<file path="config.mk">
export PLATFORM = sky130hd
export DESIGN_NAME = biu_fifo_slave
export DESIGN_NICKNAME = d
export VERILOG_FILES = /design/src/rtl/biu_fifo_slave_pkg.sv /design/src/rtl/biu_fifo_slave_fifo.sv /design/src/rtl/biu_fifo_slave.sv
export SDC_FILE = /design/constraint.sdc
export NUM_CORES = 1
export LEC_CHECK = 0
export ABC_CLOCK_PERIOD_IN_PS = 7100
export CORE_ASPECT_RATIO = 0.6
export CORE_MARGIN = 4
export CORE_UTILIZATION = 25
export CTS_CLUSTER_SIZE = 8
export DETAILED_ROUTE_END_ITERATION = 10
export GPL_ROUTABILITY_DRIVEN = 0
export GPL_TIMING_DRIVEN = 1
export PLACE_DENSITY = 0.4
export RECOVER_POWER = 50
export SYNTH_ARGS = -nofsm -noshare
export SYNTH_HDL_FRONTEND = slang
export SYNTH_SLANG_ARGS = --single-unit
</file>
<file path="constraint.sdc">
create_clock -name clk -period 7.1 [get_ports clk]
set_clock_uncertainty 0.15 [all_clocks]
set_input_delay 2.13 -clock clk [delete_from_list [all_inputs] [get_ports clk]]
set_output_delay 2.13 -clock clk [all_outputs]
set_load 0.1 [all_outputs]
</file>
<file path="src/rtl/biu_fifo_slave_pkg.sv">
`default_nettype none
// ============================================================================
//  Module   : biu_fifo_slave_pkg
//  Purpose  : Register map offsets, STATUS/CTRL bit positions and the register
//             select decode shared by the buffered bus slave.
//  Revision : 1.0  initial release
// ============================================================================
package biu_fifo_slave_pkg;

  // Byte offsets of the registers inside the 16-byte window
  localparam logic [3:0] OFS_DATA   = 4'h0;
  localparam logic [3:0] OFS_STATUS = 4'h4;
  localparam logic [3:0] OFS_CTRL   = 4'h8;

  // STATUS bit positions
  localparam int ST_EMPTY_BIT  = 0;
  localparam int ST_FULL_BIT   = 1;
  localparam int ST_UNF_BIT    = 2;
  localparam int ST_OVF_BIT    = 3;
  localparam int ST_COUNT_LSB  = 8;

  // CTRL bit positions
  localparam int CTRL_FLUSH_BIT = 0;
  localparam int CTRL_CLEAR_BIT = 1;

  typedef enum logic [1:0] {
    REG_DATA   = 2'd0,
    REG_STATUS = 2'd1,
    REG_CTRL   = 2'd2,
    REG_RSVD   = 2'd3
  } reg_sel_e;

  // Map a word-aligned window offset onto a register select; low bits ignored
  function automatic reg_sel_e decode_reg(input logic [3:0] ofs);
    logic [3:0] aligned;
    aligned = {ofs[3:2], 2'b00};
    case (aligned)
      OFS_DATA:   return REG_DATA;
      OFS_STATUS: return REG_STATUS;
      OFS_CTRL:   return REG_CTRL;
      default:    return REG_RSVD;
    endcase
  endfunction

endpackage
`default_nettype wire

</file>
<file path="src/rtl/biu_fifo_slave_fifo.sv">
`default_nettype none
// ============================================================================
//  Module   : sync_fifo
//  Purpose  : Single-clock FIFO with push/pop/flush, full/empty/count and a
//             zero-valued head when empty. A full FIFO still accepts a push
//             when a pop happens in the same cycle.
//  Revision : 1.0  initial release
// ============================================================================
module sync_fifo #(
  parameter int DEPTH = 8,
  parameter int WIDTH = 32
) (
  input  logic                       clk,
  input  logic                       n_rst,
  input  logic                       push_i,
  input  logic                       pop_i,
  input  logic                       flush_i,
  input  logic [WIDTH-1:0]           data_i,
  output logic [WIDTH-1:0]           data_o,
  output logic                       full_o,
  output logic                       empty_o,
  output logic                       drop_o,
  output logic [$clog2(DEPTH):0]     count_o
);

  localparam int AW = $clog2(DEPTH);
  localparam int CW = AW + 1;

  logic [WIDTH-1:0] mem_q [DEPTH];
  logic [AW-1:0]    wr_ptr_q, wr_ptr_d;
  logic [AW-1:0]    rd_ptr_q, rd_ptr_d;
  logic [CW-1:0]    count_q, count_d;
  logic             pop_eff;
  logic             push_eff;

  assign empty_o  = (count_q == '0);
  assign full_o   = (count_q == CW'(DEPTH));
  assign count_o  = count_q;
  // Flush wins over both push and pop; an empty FIFO never pops
  assign pop_eff  = pop_i & ~empty_o & ~flush_i;
  assign push_eff = push_i & ~flush_i & (~full_o | pop_eff);
  assign drop_o   = push_i & ~flush_i & full_o & ~pop_eff;
  assign data_o   = empty_o ? '0 : mem_q[rd_ptr_q];

  // Next pointer/count values; pointers wrap naturally at the power-of-two depth
  always_comb begin
    wr_ptr_d = wr_ptr_q;
    rd_ptr_d = rd_ptr_q;
    count_d  = count_q;
    if (flush_i) begin
      wr_ptr_d = '0;
      rd_ptr_d = '0;
      count_d  = '0;
    end else begin
      if (push_eff) wr_ptr_d = wr_ptr_q + AW'(1);
      if (pop_eff)  rd_ptr_d = rd_ptr_q + AW'(1);
      count_d = count_q + CW'(push_eff) - CW'(pop_eff);
    end
  end

  // Pointer and count registers with synchronous active-low reset
  always_ff @(posedge clk) begin
    if (!n_rst) begin
      wr_ptr_q <= '0;
      rd_ptr_q <= '0;
      count_q  <= '0;
    end else begin
      wr_ptr_q <= wr_ptr_d;
      rd_ptr_q <= rd_ptr_d;
      count_q  <= count_d;
    end
  end

  // Storage write port; contents are don't-care until written
  always_ff @(posedge clk) begin
    if (push_eff) mem_q[wr_ptr_q] <= data_i;
  end

endmodule
`default_nettype wire

</file>
<file path="src/rtl/biu_fifo_slave.sv">
`default_nettype none
// ============================================================================
//  Module   : biu_fifo_slave
//  Purpose  : Memory-mapped bus responder. DATA writes push into a FIFO that a
//             local stream drains; STATUS/CTRL give readback and control.
//             Every hit completes with a registered one-cycle o_ready pulse.
//  Revision : 1.0  initial release
// ============================================================================
module biu_fifo_slave
  import biu_fifo_slave_pkg::*;
#(
  parameter int                    ADDR_WIDTH = 32,
  parameter int                    DATA_WIDTH = 32,
  parameter logic [ADDR_WIDTH-1:0] BASE_ADDR  = 32'hc000_0010,
  parameter int                    FIFO_DEPTH = 8
) (
  input  logic                  clk,
  input  logic                  n_rst,
  input  logic                  i_en,
  input  logic                  i_rnw,
  input  logic [ADDR_WIDTH-1:0] i_address,
  input  logic [DATA_WIDTH-1:0] i_data,
  output logic [DATA_WIDTH-1:0] o_data,
  output logic                  o_ready,
  output logic [DATA_WIDTH-1:0] o_st_data,
  output logic                  o_st_valid,
  input  logic                  i_st_ready
);

  localparam int CW = $clog2(FIFO_DEPTH) + 1;

  logic [ADDR_WIDTH-1:0] offset;
  logic                  hit;
  reg_sel_e              sel;
  logic                  wr_data, rd_data, wr_ctrl;
  logic                  flush, clear;
  logic                  fifo_full, fifo_empty, fifo_drop;
  logic [CW-1:0]         fifo_count;
  logic [DATA_WIDTH-1:0] fifo_head;
  logic [DATA_WIDTH-1:0] status_word;
  logic [DATA_WIDTH-1:0] rdata_d, rdata_q;
  logic                  ready_d, ready_q;
  logic                  ovf_q, unf_q;

  // Window decode: offset from base must be below 16 bytes
  assign offset  = i_address - BASE_ADDR;
  assign hit     = i_en & (i_address >= BASE_ADDR) & (offset < ADDR_WIDTH'(16));
  assign sel     = decode_reg(offset[3:0]);
  assign wr_data = hit & ~i_rnw & (sel == REG_DATA);
  assign rd_data = hit &  i_rnw & (sel == REG_DATA);
  assign wr_ctrl = hit & ~i_rnw & (sel == REG_CTRL);
  assign flush   = wr_ctrl & i_data[CTRL_FLUSH_BIT];
  assign clear   = wr_ctrl & i_data[CTRL_CLEAR_BIT];

  sync_fifo #(
    .DEPTH (FIFO_DEPTH),
    .WIDTH (DATA_WIDTH)
  ) u_fifo (
    .clk     (clk),
    .n_rst   (n_rst),
    .push_i  (wr_data),
    .pop_i   (i_st_ready),
    .flush_i (flush),
    .data_i  (i_data),
    .data_o  (fifo_head),
    .full_o  (fifo_full),
    .empty_o (fifo_empty),
    .drop_o  (fifo_drop),
    .count_o (fifo_count)
  );

  assign o_st_data  = fifo_head;
  assign o_st_valid = ~fifo_empty;

  // Assemble the STATUS word from live FIFO state and sticky flags
  always_comb begin
    status_word                         = '0;
    status_word[ST_COUNT_LSB +: CW]     = fifo_count;
    status_word[ST_OVF_BIT]             = ovf_q;
    status_word[ST_UNF_BIT]             = unf_q;
    status_word[ST_FULL_BIT]            = fifo_full;
    status_word[ST_EMPTY_BIT]           = fifo_empty;
  end

  // Read mux and response next-state; writes complete with zero data
  always_comb begin
    ready_d = hit;
    rdata_d = '0;
    if (hit && i_rnw) begin
      case (sel)
        REG_DATA:   rdata_d = fifo_head;
        REG_STATUS: rdata_d = status_word;
        default:    rdata_d = '0;
      endcase
    end
  end

  // Registered access response; reset cancels any completion in flight
  always_ff @(posedge clk) begin
    if (!n_rst) begin
      ready_q <= 1'b0;
      rdata_q <= '0;
    end else begin
      ready_q <= ready_d;
      rdata_q <= rdata_d;
    end
  end

  assign o_ready = ready_q;
  assign o_data  = rdata_q;

  // Sticky overflow/underflow flags; a clear beats a same-cycle set
  always_ff @(posedge clk) begin
    if (!n_rst) begin
      ovf_q <= 1'b0;
      unf_q <= 1'b0;
    end else if (clear) begin
      ovf_q <= 1'b0;
      unf_q <= 1'b0;
    end else begin
      if (fifo_drop)              ovf_q <= 1'b1;
      if (rd_data && fifo_empty)  unf_q <= 1'b1;
    end
  end

endmodule
`default_nettype wire

</file>
==> results by group <==
Timing
  • Slew @ Worst Pin: 1170 ps
  • Final Hold Fails: 0
  • Fin crit period: 5950 ps
  • Max-slew violations: 0
  • RSZ-0062 raised after global routing: no
  • Fmax: 168 MHz
  • Final setup violation count: 0
  • Hold Slack: 325 ps
  • Max_slew headroom: 21.8%
  • Final period util: 83.8%
  • Total negative slack: 0 ps

Cells and area
  • Register Area: 8660 um^2
  • Filler cells: 4458
  • Final nets: 890
  • Layout cells sized above 1: 17.5%
  • Antenna Cells: 0
  • Area grow syn2layout: 29.3%
  • Multi-input logic area: 2960 um^2

Logic synthesis
  • Yosys warns: 0
  • Count leader, synth: edfxtp_1
  • Syn Inst Count: 650
  • EDFF count, synth: 256
  • Synth Flop Type: edfxtp_1
  • Async SR Flop Fraction: 0%
  • Leading area contributor after synthesis: edfxtp_1
  • Most instantiated cells after synthesis: edfxtp_1 (256), mux4_2 (64), dfxtp_1 (48), a21oi_1 (40), nor2_1 (36)
  • Syn nets: 728
  • Yosys top cell area share: 65.5%
  • Main area contributors after synthesis: edfxtp_1 (65%), mux4_2 (12%), dfxtp_1 (8.2%), a21oi_1 (1.7%), nand2b_1 (1.7%)
  • Synth unique cells: 46
  • Mean Syn Cell Area: 18.1 um^2
  • Seq/Total Area, Yosys: 73.6%
  • Mapped cell area: 11700 um^2
  • Synthesized flop and latch total: 304

Route
  • Drt drc: 0
  • Drt wl/cell: 19.8 um
  • ANT nets after route: 0
  • Routed vias/inst: 4.26
  • DR vias: 6279
  • Post-Route WL: 29200 um
  • Drt first-iter violations: 407
  • Drt first pass iters: 4

Clock network
  • Deepest level of the CTS H-tree: 2
  • Hold_buf cts: 0
  • CTS Buffer Depth: 3
  • CTS tree: done
  • Post-CTS Setup Repair Bufs: 0
  • Num CTS Buffers: 43
  • Root buf cell: clkbuf_16
  • Post_cts resized: 0
  • Clk_lat worst skew: 530 ps
  • Clock Sink Count: 304
  • CTS clk-pin slew, worst paths: 50 ps

Pwr
  • Power Dens Cells: 388 nW/um^2
  • Combinational share of power: 33.1%
  • Sw frac: 37.4%
  • Net switching power: 0.00221 W
  • Register share of total power: 35.0%
  • Cell Int Power: 0.00369 W
  • Leak Pwr: 4.81 nW
  • Worst vdd ir: 0.178 mV
  • Part of the power in the clock network: 32.0%

Worst setup path
  • Worst Path Arrival: 3670 ps
  • Worst EP required: 4820 ps
  • CP endpoint kind: primary output
  • Worst-path fanout max: 36
  • Critical path launch point type: flop
  • Crit path kind: flop to primary output

Global route
  • Total track usage: 11.6%
  • Pin count of the biggest net entering global routing: 48
  • Vias in the first global route: 6702
  • Global-route wire length before repair: 43700 um
  • Total gr overflow: 0
  • Initial antenna violation count: 4

Die
  • Die Y-Extent: 176 um
  • I/O pin count: 135
  • Site Rows: 61
  • Die X-Extent: 288 um
  • Core Region: 46300 um^2
  • Full die area: 50600 um^2
  • Initial Utilization: 25.3%

Place
  • Buffers on Ports: 132
  • HPWL Detailed: 17700 um

Run status
  • Run status: finished clean

Hold path
  • Hold Path Class: flop to flop

Flow run
  • Max cap viols: 0
[power by group through the flow]
stage          clock (W)  sequential, W  combinational [W]
2_1_floorplan          0        0.00200            0.00159
3_3_place_gp           0        0.00211            0.00199
3_5_place_dp           0        0.00211            0.00198
4_1_cts          0.00196        0.00207            0.00199
5_1_grt          0.00204        0.00208            0.00206
6_report         0.00188        0.00206            0.00195
[stage by stage]
| stage | utilization, % | total power [W] | cells | cell area, um^2 | setup WS (ps) |
|---|---|---|---|---|---|
| 5_1_grt | 32.8 | 0.00618 | 1474 | 15200 | 816 |
| 2_1_floorplan | - | 0.00359 | 650 | 11700 | 508 |
| 3_3_place_gp | 30.1 | 0.00410 | 1397 | 14000 | 1210 |
| 3_5_place_dp | 30.1 | 0.00409 | 1397 | 14000 | 1160 |
| 6_report | 32.8 | 0.00590 | 1474 | 15200 | 1150 |
| 4_1_cts | 32.8 | 0.00602 | 1474 | 15200 | 977 |
[cells by family after synthesis]
family                     after synthesis  share of synthesized area (%)
AOI/OAI and AO/OA                       78                           4.12
xor gates and xnor gates                 5                          0.373
adders and majority gates                9                           1.02
buffers and inverters                   42                           1.45
DFF                                    304                           73.6
muxes                                   71                           12.9
and+or+nand+nor                        141                           6.52
[cell usage in the layout, fill, tap and decap left out, types with 8 or more instances in the layout]
cell type / instances
a211oi_1: 24
a21oi_1: 40
buf_4: 13
clkbuf_1: 31
clkbuf_16: 44
clkdlybuf4s50_1: 66
dfxtp_1: 45
dlygate4sd3_1: 66
edfxtp_1: 256
ha_1: 8
inv_1: 9
mux4_2: 64
nand2_1: 33
nand2b_1: 31
nor2_1: 32
nor3_1: 9
[state kept, by name, summed over array words and instances, names as in the netlist, named ones only]
name	flops
ovf_q	1
o_ready	1
o_data	32
u_fifo.wr_ptr_q	3
u_fifo.mem_q	256
u_fifo.count_o	4
unf_q	1
u_fifo.rd_ptr_q	3
[cell type report]
| class | instances | share of cell area, % |
|---|---|---|
| Inverter | 10 | 0.255 |
| Timing Repair Buffer | 149 | 9.87 |
| Tap cell | 630 | 5.19 |
| Clock inverter | 2 | 0.165 |
| Multi-Input combinational cell | 304 | 19.5 |
| Sequential cell | 304 | 57.0 |
| Clock buffer | 75 | 8.02 |
[path summary, 6_finish.rpt]
| check | depth (start not counted) | slack (ps) | to | from |
|---|---|---|---|---|
| max | 5 | 1150 | o_st_data[20] | flop |
| min | 2 | 320 | flop | u_fifo.rd_ptr_q[1] |
| max reg2reg | 10 | 3590 | u_fifo.mem_q[2][4] | u_fifo.count_o[2] |
| min reg2reg | 2 | 320 | flop | u_fifo.rd_ptr_q[1] |
[per-layer routing]
layer  global-route usage [%]  vias up  routed length (um)
met4                     2.78        2                 514
met5                        0        -                  13
met2                     17.8      114               13200
met1                     16.6     3194               14300
li1                         -     2920                   -
met3                     2.81       49                1200
[worst max-delay path: stages, from the launching register on]
cell,delay (ps)
dfxtp_4,860
buf_4,480
mux4_2,550
nand2_1,150
a21oi_1,80
clkdlybuf4s50_1,1000
Power figures use the tool's default switching activity.
